<file path="config.mk">
export PLATFORM = sky130hd
export DESIGN_NAME = seq_lock_monitor_flat
export DESIGN_NICKNAME = d
export VERILOG_FILES = /design/src/rtl/seq_mon_pkg.sv /design/src/rtl/seq_lock_monitor_if.sv /design/src/rtl/seq_code_decode.sv /design/src/rtl/seq_lock_monitor.sv /design/src/flat_wrapper.sv
export SDC_FILE = /design/constraint.sdc
export NUM_CORES = 1
export LEC_CHECK = 0
export ABC_AREA = 1
export CORE_MARGIN = 2
export CORE_UTILIZATION = 45
export CTS_BUF_LIST = sky130_fd_sc_hd__clkbuf_8
export DETAILED_ROUTE_END_ITERATION = 6
export GPL_TIMING_DRIVEN = 1
export PLACE_DENSITY = 0.68
export SLEW_MARGIN = 20
export SYNTH_ARGS = -nofsm -noshare
export SYNTH_HDL_FRONTEND = slang
export SYNTH_SLANG_ARGS = --single-unit
</file>
<file path="constraint.sdc">
create_clock -name clk -period 5 [get_ports clk]
set_input_delay 1 -clock clk [delete_from_list [all_inputs] [get_ports clk]]
set_output_delay 1 -clock clk [all_outputs]
set_load 0.05 [all_outputs]
</file>
<file path="src/rtl/seq_mon_pkg.sv">
// -----------------------------------------------------------------------------
// seq_mon_pkg
// Shared definitions for the sequence lock monitor:
//   - state_e      : monitor FSM states (search / acquire / locked)
//   - CODE_0..7    : the eight legal codes, in sequence order
//   - code_at()    : code stored at a sequence position
//   - next_index() : sequence position that follows a given one (wraps 7 -> 0)
// -----------------------------------------------------------------------------
package seq_mon_pkg;

    typedef enum logic [1:0] {
        StSearch  = 2'd0,
        StAcquire = 2'd1,
        StLocked  = 2'd2
    } state_e;

    localparam logic [3:0] CODE_0 = 4'b0000;
    localparam logic [3:0] CODE_1 = 4'b1101;
    localparam logic [3:0] CODE_2 = 4'b1011;
    localparam logic [3:0] CODE_3 = 4'b1001;
    localparam logic [3:0] CODE_4 = 4'b0110;
    localparam logic [3:0] CODE_5 = 4'b1100;
    localparam logic [3:0] CODE_6 = 4'b0011;
    localparam logic [3:0] CODE_7 = 4'b1111;

    function automatic logic [3:0] code_at(input logic [2:0] idx);
        logic [3:0] code;
        case (idx)
            3'd0:    code = CODE_0;
            3'd1:    code = CODE_1;
            3'd2:    code = CODE_2;
            3'd3:    code = CODE_3;
            3'd4:    code = CODE_4;
            3'd5:    code = CODE_5;
            3'd6:    code = CODE_6;
            default: code = CODE_7;
        endcase
        return code;
    endfunction

    // 3-bit arithmetic gives the 7 -> 0 wrap for free.
    function automatic logic [2:0] next_index(input logic [2:0] idx);
        return idx + 3'd1;
    endfunction

endpackage

</file>
<file path="src/rtl/seq_lock_monitor_if.sv">
// -----------------------------------------------------------------------------
// seq_lock_monitor_if
// Sample stream and status bundle of the sequence lock monitor.
//   sample_en, q_in            : sample strobe and 4-bit code (master -> slave)
//   locked, err, index,
//   expected, lap_cnt, err_cnt : monitor status (slave -> master)
// Modports: master = stimulus / consumer side, slave = the monitor.
// -----------------------------------------------------------------------------
interface seq_lock_monitor_if #(
    parameter int unsigned LAP_W = 8
) ();

    logic             sample_en;
    logic [3:0]       q_in;
    logic             locked;
    logic             err;
    logic [2:0]       index;
    logic [3:0]       expected;
    logic [LAP_W-1:0] lap_cnt;
    logic [LAP_W-1:0] err_cnt;

    modport master (
        output sample_en,
        output q_in,
        input  locked,
        input  err,
        input  index,
        input  expected,
        input  lap_cnt,
        input  err_cnt
    );

    modport slave (
        input  sample_en,
        input  q_in,
        output locked,
        output err,
        output index,
        output expected,
        output lap_cnt,
        output err_cnt
    );

endinterface

</file>
<file path="src/rtl/seq_code_decode.sv">
// -----------------------------------------------------------------------------
// seq_code_decode
// Combinational lookup of a 4-bit code in the legal sequence.
//   i_code  : code to look up
//   o_legal : 1 when i_code is one of the eight sequence codes
//   o_index : position of i_code in the sequence (0 when illegal)
// -----------------------------------------------------------------------------
module seq_code_decode
    import seq_mon_pkg::*;
(
    input  logic [3:0] i_code,
    output logic       o_legal,
    output logic [2:0] o_index
);

    always_comb begin
        o_legal = 1'b1;
        o_index = 3'd0;
        case (i_code)
            CODE_0:  o_index = 3'd0;
            CODE_1:  o_index = 3'd1;
            CODE_2:  o_index = 3'd2;
            CODE_3:  o_index = 3'd3;
            CODE_4:  o_index = 3'd4;
            CODE_5:  o_index = 3'd5;
            CODE_6:  o_index = 3'd6;
            CODE_7:  o_index = 3'd7;
            default: o_legal = 1'b0;
        endcase
    end

endmodule

</file>
<file path="src/rtl/seq_lock_monitor.sv">
// -----------------------------------------------------------------------------
// seq_lock_monitor
// Tracks a repeating 8-code sequence from an upstream counter, declares lock
// after LOCK_COUNT consecutive correct transitions, flywheels through up to
// MISS_LIMIT-1 consecutive mismatches while locked, and counts laps / errors.
//
// Ports:
//   clk   : clock, all state updates on its rising edge
//   clear : synchronous active-high reset, overrides sample_en
//   bus   : seq_lock_monitor_if.slave (sample_en, q_in in; status out)
//
// Parameters: LOCK_COUNT (1..15), MISS_LIMIT (1..15), LAP_W (counter width).
//
// Build option: define SEQ_MON_ERRCNT_EN to get the saturating err_cnt
// counter; without it err_cnt is tied to zero and no register exists.
// All outputs are registered (one cycle latency from the sampling edge).
// -----------------------------------------------------------------------------
module seq_lock_monitor
    import seq_mon_pkg::*;
#(
    parameter int unsigned LOCK_COUNT = 3,
    parameter int unsigned MISS_LIMIT = 2,
    parameter int unsigned LAP_W      = 8
) (
    input  logic                 clk,
    input  logic                 clear,
    seq_lock_monitor_if.slave    bus
);

    localparam logic [3:0] LockCountC = 4'(LOCK_COUNT);
    localparam logic [3:0] MissLimitC = 4'(MISS_LIMIT);

    state_e           r_state, w_state_next;
    logic [2:0]       r_index, w_index_next;
    logic [3:0]       r_expected;
    logic [3:0]       r_good, w_good_next, w_good_inc;
    logic [3:0]       r_miss, w_miss_next, w_miss_inc;
    logic             r_err, w_err_next;
    logic             r_locked;
    logic [LAP_W-1:0] r_lap, w_lap_next;
    logic             w_err_inc;
    logic             w_legal;
    logic [2:0]       w_dec_index;
    logic             w_match;

    seq_code_decode u_decode (
        .i_code  (bus.q_in),
        .o_legal (w_legal),
        .o_index (w_dec_index)
    );

    // r_expected always holds the code after r_index, so a match is one compare.
    assign w_match    = (bus.q_in == r_expected);
    assign w_good_inc = r_good + 4'd1;
    assign w_miss_inc = r_miss + 4'd1;

    always_comb begin
        w_state_next = r_state;
        w_index_next = r_index;
        w_good_next  = r_good;
        w_miss_next  = r_miss;
        w_lap_next   = r_lap;
        w_err_next   = 1'b0;
        w_err_inc    = 1'b0;

        if (bus.sample_en) begin
            unique case (r_state)
                StSearch: begin
                    if (w_legal) begin
                        w_index_next = w_dec_index;
                        w_good_next  = 4'd0;
                        w_state_next = StAcquire;
                    end
                end
                StAcquire: begin
                    if (w_match) begin
                        w_index_next = next_index(r_index);
                        w_good_next  = w_good_inc;
                        if (w_good_inc == LockCountC) begin
                            w_state_next = StLocked;
                            w_miss_next  = 4'd0;
                        end
                    end else if (w_legal) begin
                        w_index_next = w_dec_index;
                        w_good_next  = 4'd0;
                    end else begin
                        w_state_next = StSearch;
                    end
                end
                StLocked: begin
                    // Index advances on hits and misses alike (flywheel).
                    w_index_next = next_index(r_index);
                    if (w_match) begin
                        w_miss_next = 4'd0;
                        if (r_index == 3'd7) begin
                            w_lap_next = r_lap + LAP_W'(1);
                        end
                    end else begin
                        w_err_next  = 1'b1;
                        w_err_inc   = 1'b1;
                        w_miss_next = w_miss_inc;
                        if (w_miss_inc == MissLimitC) begin
                            w_state_next = StSearch;
                            w_miss_next  = 4'd0;
                        end
                    end
                end
                default: w_state_next = StSearch;
            endcase
        end
    end

    always_ff @(posedge clk) begin
        if (clear) begin
            r_state    <= StSearch;
            r_index    <= 3'd0;
            r_expected <= CODE_1;
            r_good     <= 4'd0;
            r_miss     <= 4'd0;
            r_err      <= 1'b0;
            r_locked   <= 1'b0;
            r_lap      <= '0;
        end else begin
            r_state    <= w_state_next;
            r_index    <= w_index_next;
            r_expected <= code_at(next_index(w_index_next));
            r_good     <= w_good_next;
            r_miss     <= w_miss_next;
            r_err      <= w_err_next;
            r_locked   <= (w_state_next == StLocked);
            r_lap      <= w_lap_next;
        end
    end

`ifdef SEQ_MON_ERRCNT_EN
    logic [LAP_W-1:0] r_err_cnt;

    always_ff @(posedge clk) begin
        if (clear) begin
            r_err_cnt <= '0;
        end else if (w_err_inc && (r_err_cnt != '1)) begin
            r_err_cnt <= r_err_cnt + LAP_W'(1);
        end
    end

    assign bus.err_cnt = r_err_cnt;
`else
    assign bus.err_cnt = '0;
`endif

    assign bus.locked   = r_locked;
    assign bus.err      = r_err;
    assign bus.index    = r_index;
    assign bus.expected = r_expected;
    assign bus.lap_cnt  = r_lap;

endmodule

</file>
<file path="src/flat_wrapper.sv">
// flat-port wrapper written by rule: the top's interface ports become plain ports
module seq_lock_monitor_flat import seq_mon_pkg::*;
#(
    parameter int unsigned LOCK_COUNT = 3,
    parameter int unsigned MISS_LIMIT = 2,
    parameter int unsigned LAP_W      = 8
)
  (clk, clear, bus_sample_en, bus_q_in, bus_locked, bus_err, bus_index, bus_expected, bus_lap_cnt, bus_err_cnt);
  seq_lock_monitor_if #(.LAP_W(LAP_W)) bus_i ();
  input  logic clk;
  input  logic clear;
  input wire logic [$bits(bus_i.sample_en)-1:0] bus_sample_en;
  input wire logic [$bits(bus_i.q_in)-1:0] bus_q_in;
  output wire logic [$bits(bus_i.locked)-1:0] bus_locked;
  output wire logic [$bits(bus_i.err)-1:0] bus_err;
  output wire logic [$bits(bus_i.index)-1:0] bus_index;
  output wire logic [$bits(bus_i.expected)-1:0] bus_expected;
  output wire logic [$bits(bus_i.lap_cnt)-1:0] bus_lap_cnt;
  output wire logic [$bits(bus_i.err_cnt)-1:0] bus_err_cnt;
  assign bus_i.sample_en = bus_sample_en;
  assign bus_i.q_in = bus_q_in;
  assign bus_locked = bus_i.locked;
  assign bus_err = bus_i.err;
  assign bus_index = bus_i.index;
  assign bus_expected = bus_i.expected;
  assign bus_lap_cnt = bus_i.lap_cnt;
  assign bus_err_cnt = bus_i.err_cnt;
  seq_lock_monitor #(.LOCK_COUNT(LOCK_COUNT), .MISS_LIMIT(MISS_LIMIT), .LAP_W(LAP_W)) u_core (.clk(clk), .clear(clear), .bus(bus_i));
endmodule
</file>
==> metrics.cfg, run 1 <==
[setup_path]
worstPathRequired_ns=5.15
crit_path_max_fanout=8
crit_top_cell=nand3_1
cp.arrival_ns=2.88
cpMaxStageDelayCell=clkdlybuf4s50_1
reg2reg_to=u_core.bus.expected[0]
worst_setup_path_start_kind=primary input
r2r_cells=11
reg2reg_slack_ns=3.20
crit_path_cell_trace=clkdlybuf4s50_1 -> nor2_1 -> nand3_1 -> nand3_1 -> nor2_1 -> nand2_1 -> nand2_1 -> inv_2 -> o21ai_2 -> inv_2 -> a21oi_1 -> nand3_1
slowest_delay_ns=0.62
reg2reg_from=u_core.r_state[1]
crit_path_end_kind=flip-flop
path_class=primary input to flip-flop

[sta]
min_period_ns=2.730
tightest_slew_ns=0.7462
fmax_mhz=366.3
final_max_slew_viol_count=0
final-setup-viol-count=0
grt_setup_unrepaired=false
setup_tns_ns=0
setup_slack_ns=2.270
hold_viol_final=0
finalCritPeriodShare_pct=54.60
skew_ns=0.002599
max_slew_margin_pct=50.10

[synth]
synth.largest_area_cell=dfxtp_1
ys_top_cells_by_count=nand2_1, inv_1, dfxtp_1, a21oi_1, nor2_1
synthArstFlopShare_pct=0
seq_area_frac_synth_pct=31.53
ys_top_cells_by_area=dfxtp_1, nand2_1, ha_1, inv_1, a21oi_1
synthCells=250
synth_warnings=0
synthDistinctLibCells=33
ys.flop_type=dfxtp_1
synth_top_area_share_pct=31.53
synth_most_common_cell=nand2_1
syn-cell-area_sq_mm=0.001714
synth_edf_count=0
ys_seq_elements=27
avgSynthCellArea_sq_um=6.857

[worst_hold_path]
hold_start=u_core.r_good[3]
hold_depth=2
min_to=u_core.r_good[3]
hold_path_class=flip-flop to flip-flop

[drt]
via_per_inst=4.682
first_pass_iters=4
wl_per_cell_um=9.850
vias=1503
drt_iter0_markers=40
wl_um=3162
antenna_left=0
drc=0

[run_status]
outcome=completed

[clocking]
cts.path.max_buffers=2
htreeDepth=1
root_buffer=clkbuf_8
postCtsHoldBufs=0
cts_tree=done
cts_resized=0
clk-insertion-delay-late_ns=0.27
cts_inserted_buffers=3
cts_setup_buffers=0
clk_pin_slew_ns=0.09
cts_sinks=27

[die]
fp.dieH_um=65.72
die_w_um=65.72
core_sq_mm=0.003661
io-pin-count=32
placementRows=22
dieArea_sq_mm=0.004319
initial_core_util_pct=46.82

[place]
place_congestion=0.8663
dp_hpwl_um=2495
port_buffers=23
dp_slack_ns=1.984

[global_route]
grt_pass1_vias=1324
met1_usage_pct=21.57
use_met3_pct=2.055
busiest_layer=met2
antenna_found_initial=0
grtUsageTotal_pct=16.23
grt_max_degree=20
met2_usage_pct=26.64
grt_pass1_wl_um=5554
grt_overflow=0

[cells_and_area]
drive_above_1_share_pct=11.36
design.final.nets=292
multi_input_area_sq_um=983.4
diodes=0
nFillCells=379
final-seq-area_sq_um=540.5
syn_to_final_growth_pct=16.72

[flow_run]
cap_violations=0

[power_and_ir_drop]
irDropWorstVdd_mv=0.1346
pwr_density_cell_mw_per_mm2=223.2
p_leak_nw=0.8873
p_total_uw=446.6

flip-flops by register name, summed over array words and instances, names as in the netlist:
register and flops:
u_core.bus.lap_cnt 8, u_core.bus.expected 4, u_core.r_good 4, u_core.r_miss 4
u_core.bus.index 3, u_core.r_state 2, u_core.bus.err 1, u_core.bus.locked 1
cell families after synthesis:
group	after synthesis	share of synthesized area [%]
buffers and inverters	48	12.63
XOR/XNOR	4	2.044
flip-flops	27	31.53
adder cells (fa/ha/maj)	11	8.029
AND/OR/NAND/NOR	125	33.94
AO/OA/AOI/OAI	34	11.61
other	1	0.2188
stage by stage:
stage / hold slack [ns] / instances / instance area, sq um / util [%]
2_1_floorplan: 0.4517 / 257 / 1740 / -
3_3_place_gp: 0.4627 / 317 / 1956 / 53.42
3_5_place_dp: 0.4705 / 317 / 1956 / 53.42
4_1_cts: 0.4842 / 321 / 2001 / 54.65
5_1_grt: 0.5211 / 321 / 2001 / 54.65
6_report: 0.4822 / 321 / 2001 / 54.65
critical path: cells and delay by family:
family	cells	cell delay [ns]
buf+inv	3	0.72
compound gates	2	0.34
simple gates	7	0.81
power by group:
part	leakage (nW)	internal, mW	switching, mW
combinational	0.642	0.0301	0.0710
sequential	0.219	0.221	0.00580
clock	0.0269	0.0550	0.0638
total	0.887	0.306	0.141
area by class of cell:
class,instances,area share [%]
Clock buffer,3,2.064
Clock inverter,1,0.1876
Inverter,37,7.067
Multi-Input combinational cell,182,49.16
Sequential cell,27,27.02
Tap cell,48,3.002
Timing Repair Buffer,23,11.51
cells in the final DEF (no fill, tap or decap), types with 2 or more instances in the layout:
master and instances:
a21oi_1 19, clkbuf_8 3, clkdlybuf4s50_1 23, clkinv_2 2, conb_1 8, dfxtp_1 27, ha_1 11, inv_1 29
inv_2 7, nand2_1 69, nand2_2 6, nand3_1 12, nand3_2 3, nand4_1 2, nor2_1 19, nor2_2 2
nor2_4 2, nor3_1 6, o21ai_0 7, xnor2_1 2, xor2_1 2
worst max path at each step:
stage	startpoint	endpoint	slack (ns)	cells after the start
final	bus_q_in[0]	u_core.bus.expected[0]	2.27	12
after global routing	bus_q_in[0]	u_core.bus.expected[0]	2.01	12
after floorplan	bus_q_in[0]	u_core.bus.lap_cnt[7]	2.70	16
after global placement	bus_q_in[0]	u_core.bus.expected[0]	2.01	12
after detailed placement	bus_q_in[0]	u_core.bus.expected[0]	1.98	12
after CTS	bus_q_in[0]	u_core.bus.expected[0]	2.28	12
per-layer routing:
metal / part of all wire, % / vias up
met3: 5.1 / 7
met4: 1.6 / 0
met2: 44 / 42
met5: 0 / -
li1: - / 815
met1: 49 / 639
No activity file was read; power rests on OpenSTA's default activity.
==> run 2: changes to the inputs <==
Clock period 5 ns to 2.6 ns, I/O delays scaled along.
==> metrics.cfg, run 2 (same netlist as run 1, synthesis figures left out) <==
[clocking]
cts.path.max_buffers=2  ; unchanged
cts_tree=done
clk-insertion-delay-late_ns=0.27  ; about the same
htreeDepth=1  ; unchanged
cts_setup_buffers=0  ; unchanged
postCtsHoldBufs=0  ; unchanged
cts_sinks=27  ; unchanged
cts_resized=0  ; unchanged
clk_pin_slew_ns=0.09  ; about the same
cts_inserted_buffers=3  ; unchanged
root_buffer=clkbuf_8

[cells_and_area]
nFillCells=384  ; +1.3%
largest_register_ffs=8  ; unchanged
design.final.nets=295  ; +1.0%
final_core_util_pct=55.30  ; +0.65 points
stdcell_area_sq_mm=0.002024  ; +1.2%
diodes=0  ; unchanged
layout.cells.most_common=nand2_1
syn_to_final_growth_pct=18.10
final-seq-area_sq_um=540.5  ; unchanged
multi_input_area_sq_um=983.4  ; unchanged
drive_above_1_share_pct=12.68  ; +1.3 points
final_cells=324  ; +0.93%
final_cell_mix=nand2_1, inv_1, dfxtp_1

[place]
port_buffers=23  ; unchanged
place_congestion=0.7696  ; -11%
dp_hpwl_um=2551  ; +2.3%
dpl.cell_count=320  ; +0.95%
place_area_sq_mm=0.001978  ; +1.2%

[global_route]
grtUsageTotal_pct=17.03  ; +0.80 points
antenna_found_initial=0  ; unchanged
grt_max_degree=16  ; -20%
grt_overflow=0  ; unchanged
grt_pass1_vias=1367  ; +3.2%
grt_pass1_wl_um=5823  ; +4.8%

[power_and_ir_drop]
p_seq_share_pct=49.8  ; -0.9 points
irDropWorstVdd_mv=0.2291  ; +70%
pwr-share-comb_pct=22.9  ; +0.3 points
p_switching_uw=280.1  ; +99%
p_clk_share_pct=27.3  ; +0.7 points
p_leak_nw=0.9002  ; +1.5%
pwr_density_cell_mw_per_mm2=431.8  ; +93%
power.internal_uw=594.0  ; +94%
p_total_uw=874.1  ; +96%
switching_share_pct=32.04  ; +0.55 points

[worst_hold_path]
hold_depth=2  ; unchanged
hold_start=u_core.r_good[3]
hold_path_class=flip-flop to flip-flop
min_to=u_core.r_good[3]

[setup_path]
slowest_delay_ns=0.54  ; -0.08 ns
crit_path_max_fanout=5  ; -3
crit_top_cell=nand2_1
cp.depth=14  ; +2
r2r_cells=11  ; unchanged
worstPathRequired_ns=2.76  ; -2.39 ns
crit_path_cell_trace=clkdlybuf4s50_1 -> inv_2 -> nand2_1 -> nand2_1 -> nor2_1 -> nand3_1 -> nand2_1 -> nand2_1 -> nand2_1 -> nand2_1 -> nand2_1 -> inv_1 -> a21oi_1 -> nand3_1
reg2reg_from=u_core.r_state[1]
cp.arrival_ns=2.35  ; -0.53 ns
cp_top_family=simple AND/OR/NAND/NOR gates
path_class=primary input to flip-flop
cp.buffers_inverters=3  ; unchanged
reg2reg_slack_ns=0.82  ; -2.38 ns
worst_setup_path_start_kind=primary input
cpMaxStageDelayCell=clkdlybuf4s50_1
crit_path_end_kind=flip-flop
reg2reg_to=u_core.bus.expected[0]

[sta]
setup_tns_ns=0  ; unchanged
min_period_ns=2.185
final_max_slew_viol_count=0  ; unchanged
hold_viol_final=0  ; unchanged
grt_setup_unrepaired=false
final-setup-viol-count=0  ; unchanged
max_slew_margin_pct=66.23  ; +16 points
skew_ns=0.005418  ; +0.002819 ns
tightest_slew_ns=0.5050  ; -0.2412 ns
finalCritPeriodShare_pct=84.05
fmax_mhz=457.6

[die]
die_w_um=65.72  ; unchanged
dieArea_sq_mm=0.004319  ; unchanged
core_sq_mm=0.003661  ; unchanged
initial_core_util_pct=46.82  ; unchanged
fp.dieH_um=65.72  ; unchanged
placementRows=22  ; unchanged
io-pin-count=32  ; unchanged

[drt]
dr_wl_met3_um=136  ; -15%
wl_per_cell_um=10.12  ; +2.7%
drt_iter0_markers=39  ; -2.5%
wl_met1_um=1642  ; +5.1%
drc=0  ; unchanged
dr.max_layer_used=met4
first_pass_iters=5  ; +1
wl_um=3279  ; +3.7%
vias=1502  ; -0.067%
via_per_inst=4.636  ; -0.99%
wl_met2_um=1478  ; +6.5%
antenna_left=0  ; unchanged

[flow_run]
cap_violations=0  ; unchanged

[run_status]
outcome=completed

## run 2: how the worst max path moves through the flow
stage | startpoint | to
global placement | bus_q_in[1] | u_core.bus.lap_cnt[6]
floorplan | u_core.bus.index[0] | u_core.bus.lap_cnt[7]
finish | bus_q_in[1] | u_core.bus.expected[0]
detailed placement | bus_q_in[1] | u_core.bus.lap_cnt[6]
CTS | bus_q_in[1] | u_core.bus.lap_cnt[6]
global route | bus_q_in[1] | u_core.bus.expected[0]
## run 2: per-stage QoR
stage	setup WS, ns	hold slack [ns]
2_1_floorplan	0.6301	0.4517
3_3_place_gp	0.1464	0.4671
3_5_place_dp	0.1369	0.4697
4_1_cts	0.4296	0.4841
5_1_grt	0.1726	0.5115
6_report	0.4147	0.4836
## run 2: worst reg2reg max path: stages, from the launching register on
cell and delay, ns:
dfxtp_1 0.37, inv_1 0.10, ha_1 0.30, nand3_1 0.16
nand2_1 0.13, nand2_1 0.06, nand2_1 0.06, nand2_1 0.04
nand2_1 0.10, inv_1 0.07, a21oi_1 0.19, nand3_1 0.09
## run 2: final cells by class
class,count,share of cell area (%)
Clock inverter,1,0.2472
Timing Repair Buffer,26,12.48
Inverter,37,6.984
Tap cell,48,2.967
Multi-Input combinational cell,182,48.58
Clock buffer,3,2.040
Sequential cell,27,26.70
## run 2: power by group through the flow
stage	combinational [mW]	sequential [mW]	clock, mW
after floorplan	0.132	0.470	0
after global placement	0.200	0.446	0
after detailed placement	0.199	0.446	0
after CTS	0.201	0.436	0.249
after global routing	0.221	0.438	0.267
final	0.200	0.436	0.238
## run 2: routing by layer
metal  GRT usage, %  vias up
met2          28.54       30
met3          2.568        2
met1          22.98      647
met5              0        -
met4          3.906        0
li1               -      823
==> RTL edit 1 (config.mk and constraints of run 1) <==
Build with the macro `SEQ_MON_ERRCNT_EN` defined.
--- a/src/rtl/seq_lock_monitor.sv
+++ b/src/rtl/seq_lock_monitor.sv
@@ -17,2 +17,4 @@
 // -----------------------------------------------------------------------------
+`define SEQ_MON_ERRCNT_EN
+
 module seq_lock_monitor
Check against the original RTL: not equivalent (Yosys sat finds a counterexample within 10 cycles, from zero or initial values).
==> RTL edit 1 against run 1 <==
Sequential cell count rose by 8; first-iteration DRC count rose by 93%; total power rose by 35%; clock skew rose by 0.0039 ns; sequential power rose by 29%; largest cell class unchanged; wire length rose by 39%; final area rose by 24%; fmax rose by 3.5%; synthesized area rose by 19%; setup slack improved by 0.091 ns.
==> RTL edit 1: results (changes against run 1) <==
stage,metric,value,unit,change
global_route,largest net degree at the start of global routing,24,,+20%
global_route,first-pass GRT wire length,7.94,mm,+43%
place,port buffer count,31,,+35%
place,gpl congestion,0.872,,+0.62%
timing,post-route clock skew,0.00649,ns,+0.00389 ns
clock_tree,CTS H-Tree Depth,2,,+1
setup_path,worst reg2reg path depth,12,,+1
global_route,vias in the first global route,1818,,+37%
clock_tree,clock-pin slew on the worst setup and hold paths,0.07,ns,-0.02 ns
setup_path,crit-path max cell delay,0.57,ns,-0.05 ns
power_and_ir_drop,Max VDD drop,223,uV,+66%
place,pre-CTS setup slack,2.07,ns,+0.0826 ns
routing,average routed wire per standard cell,11.4,um,+15%
synth,Mapped Avg Cell Area,6.81,um2,-0.64%
layout,Layout Nets,353,,+21%
routing,Starting DRT DRC Count,77,,+93%
clock_tree,clock insertion delay at the later pin of the skew report,0.29,ns,+0.02 ns
setup_path,flop2flop setup slack,3.15,ns,-0.05 ns
layout,ratio of cells with drive above 1 in the final layout,10.7,%,-0.61 points
setup_path,Crit Reg-Reg Endpoint,u_core.bus.lap_cnt[6],,
setup_path,CP max FO,7,,-1
routing,vias per std cell,4.99,,+6.6%
synth,post-synthesis cell type count,32,,-3.0%
place,dpl hpwl,3.33,mm,+33%
synth,"Seq/Total Area, Yosys",34.4,%,+2.9 points
status,status,completed,,
timing,Relative slew margins,39.8,%,-10 points
RTL edit 1: worst min-delay path by stage:
stage | depth (start not counted) | end | from | slack [ns]
after floorplan | 2 | u_core.r_good[3] | u_core.r_good[3] | 0.45
after global placement | 2 | u_core.r_good[3] | u_core.r_good[3] | 0.47
after detailed placement | 2 | u_core.r_miss[3] | u_core.r_miss[3] | 0.47
after CTS | 2 | u_core.r_miss[3] | u_core.r_miss[3] | 0.48
after global routing | 2 | u_core.r_miss[2] | u_core.r_miss[2] | 0.52
final | 2 | u_core.r_miss[3] | u_core.r_miss[3] | 0.48
RTL edit 1: kinds of logic after synthesis:
family          synth area share, %
compound gates                 12.9
xor+xnor                       2.58
fa+ha+maj                      7.37
buf+inv                        9.40
flops                          34.4
simple gates                   33.4
RTL edit 1: cell type report:
| class | count | area [um2] |
|---|---|---|
| repair buffers | 31 | 310 |
| flip-flops and latches | 35 | 701 |
| fillers | 430 | 1870 |
| clock buffers | 5 | 68.8 |
| clock inverters | 3 | 15.0 |
| well taps | 52 | 65.1 |
| multi-input cells | 214 | 1140 |
| inverters | 47 | 179 |
RTL edit 1: layer usage:
metal	routed length [um]	track usage [%]	vias up
met3	162	3.94	5
met1	2160	25.3	862
li1	-	-	1027
met5	0	0	-
met4	51	5.66	0
met2	2030	31.8	37
RTL edit 1: where the power goes:
part,internal [mW],leakage (nW),switching (mW)
Clock,0.0952,0.0477,0.101
Combinational,0.0374,0.758,0.0763
Sequential,0.286,0.284,0.00703
RTL edit 1: worst max-delay path: cells and delay by family:
| family | cells | cell delay (ns) |
|---|---|---|
| AOI/OAI and AO/OA | 2 | 0.21 |
| buffers and inverters | 4 | 0.85 |
| and+or+nand+nor | 9 | 0.75 |
==> RTL edit 2 (flow settings as in run 1) <==
Without the edit above. `LAP_W` is set to 8 in 3 places; all go to 10.
--- a/src/rtl/seq_lock_monitor_if.sv
+++ b/src/rtl/seq_lock_monitor_if.sv
@@ -9,3 +9,3 @@
 interface seq_lock_monitor_if #(
-    parameter int unsigned LAP_W = 8
+    parameter int unsigned LAP_W = 10
 ) ();
--- a/src/rtl/seq_lock_monitor.sv
+++ b/src/rtl/seq_lock_monitor.sv
@@ -22,3 +22,3 @@
     parameter int unsigned MISS_LIMIT = 2,
-    parameter int unsigned LAP_W      = 8
+    parameter int unsigned LAP_W      = 10
 ) (
--- a/src/flat_wrapper.sv
+++ b/src/flat_wrapper.sv
@@ -5,3 +5,3 @@
     parameter int unsigned MISS_LIMIT = 2,
-    parameter int unsigned LAP_W      = 8
+    parameter int unsigned LAP_W      = 10
 )
Ports: changed (resized bus_err_cnt and bus_lap_cnt); port bits go from 32 to 36. No check against the original RTL was run, so the function may have changed too.
==> RTL edit 2 against run 1 <==
Synthesized cell count up 6.0%; total power rose by 40%; setup slack improved by 0.20 ns; via count is 9.0% higher; register-to-register slack is essentially flat; worst hold slack got worse by 0.012 ns; wire length up 14%; synthesized area is 7.2% higher; sequential power is 8% higher; largest power group unchanged; largest cell class unchanged; final area is 11% higher; sequential cell count is 2 higher.
==> RTL edit 2: results (changes against run 1) <==
stage,metric,value,unit,change
status,status,completed,,
place,Placement Cell Area,2100,um2,+7.4%
routing,vias per std cell,4.75,,+1.5%
power_and_ir_drop,Tot Pwr,0.626,mW,+40%
setup_path,crit-path max cell delay,0.83,ns,+0.21 ns
place,dpl hpwl,2.81,mm,+13%
setup_path,Crit Reg-Reg Endpoint,u_core.bus.expected[1],,
setup_path,Worst path top cell family by delay,buffers and inverters,,
place,gpl congestion,0.854,,-1.4%
layout,Post-Layout Cell Count,345,,+7.5%
layout,Layout Nets,312,,+6.8%
routing,DR WL met2,1.68,mm,+21%
global_route,vias in the first global route,1454,,+9.8%
routing,Starting DRT DRC Count,80,,+100%
place,port buffer count,25,,+8.7%
power_and_ir_drop,Flop+latch power,0.246,mW,+8%
synth,Mapped Avg Cell Area,6.93,um2,+1.1%
place,pre-CTS setup slack,2.19,ns,+0.208 ns
worst_hold_path,worst hold endpoint,u_core.r_miss[3],,
routing,routed length on met1,1.72,mm,+10%
setup_path,worst reg2reg path depth,10,,-1
global_route,GRT Overall Usage,17.6,%,+1.3 points
global_route,first-pass GRT wire length,6.04,mm,+8.8%
synth,post-synthesis cell type count,33,,unchanged
routing,metal3 WL,187,um,+17%
setup_path,CP arrival,1.53,ns,-1.35 ns
power_and_ir_drop,P_leak,1.04,nW,+17%
setup_path,Worst Setup SP,u_core.bus.index[1],,
timing,WHS,0.470,ns,-0.0118 ns
setup_path,flop2flop setup slack,3.19,ns,about the same
setup_path,CP endpoint,bus_index[1],,
power_and_ir_drop,NetSw,0.187,mW,+33%
synth,"Seq/Total Area, Yosys",31.6,%,+0.075 points
synth,Synth area leaders,"dfxtp_1, nand2_1, ha_1",,
clock_tree,CTS H-Tree Depth,2,,+1
place,Placed Instances,337,,+6.3%
timing,Worst-Margin Slew,0.762,ns,+0.0158 ns
power_and_ir_drop,Max VDD drop,217,uV,+61%
setup_path,CP max FO,4,,-4
timing,post-route clock skew,0.00519,ns,+0.00259 ns
synth,Seq cells post-synth,29,,+7.4%
clock_tree,TritonCTS buffer count,5,,+2
worst_hold_path,Hold Startpoint,u_core.r_miss[3],,
power_and_ir_drop,Comb group,0.134,mW,+33%
clock_tree,clock-pin slew on the worst setup and hold paths,0.06,ns,-0.03 ns
layout,number of flip-flops in the largest register,10,,+2
layout,ratio of cells with drive above 1 in the final layout,11.9,%,+0.51 points
[RTL edit 2: layout make-up]
class	instances	area (um2)
Sequential cell	29	581
Tap cell	50	62.6
Clock buffer	6	82.6
Multi-Input combinational cell	196	1070
Clock inverter	2	33.8
Inverter	37	141
Fill cell	406	1750
Timing Repair Buffer	25	250
[RTL edit 2: logic make-up (layout without fill, tap and decap cells)]
family / after synthesis / in the layout / synth area share (%)
other: 1 / 10 / 0.204
buffers and inverters: 49 / 70 / 12.2
XOR/XNOR: 5 / 5 / 2.38
AND/OR/NAND/NOR: 130 / 130 / 34.4
flip-flops: 29 / 29 / 31.6
adder cells (fa/ha/maj): 11 / 11 / 7.49
AO/OA/AOI/OAI: 40 / 40 / 11.7
[RTL edit 2: routing by layer]
| metal | track usage [%] | up-vias |
|---|---|---|
| li1 | - | 886 |
| met1 | 21.1 | 713 |
| met2 | 28.9 | 36 |
| met3 | 5.43 | 4 |
| met4 | 7.75 | 0 |
| met5 | 0 | - |
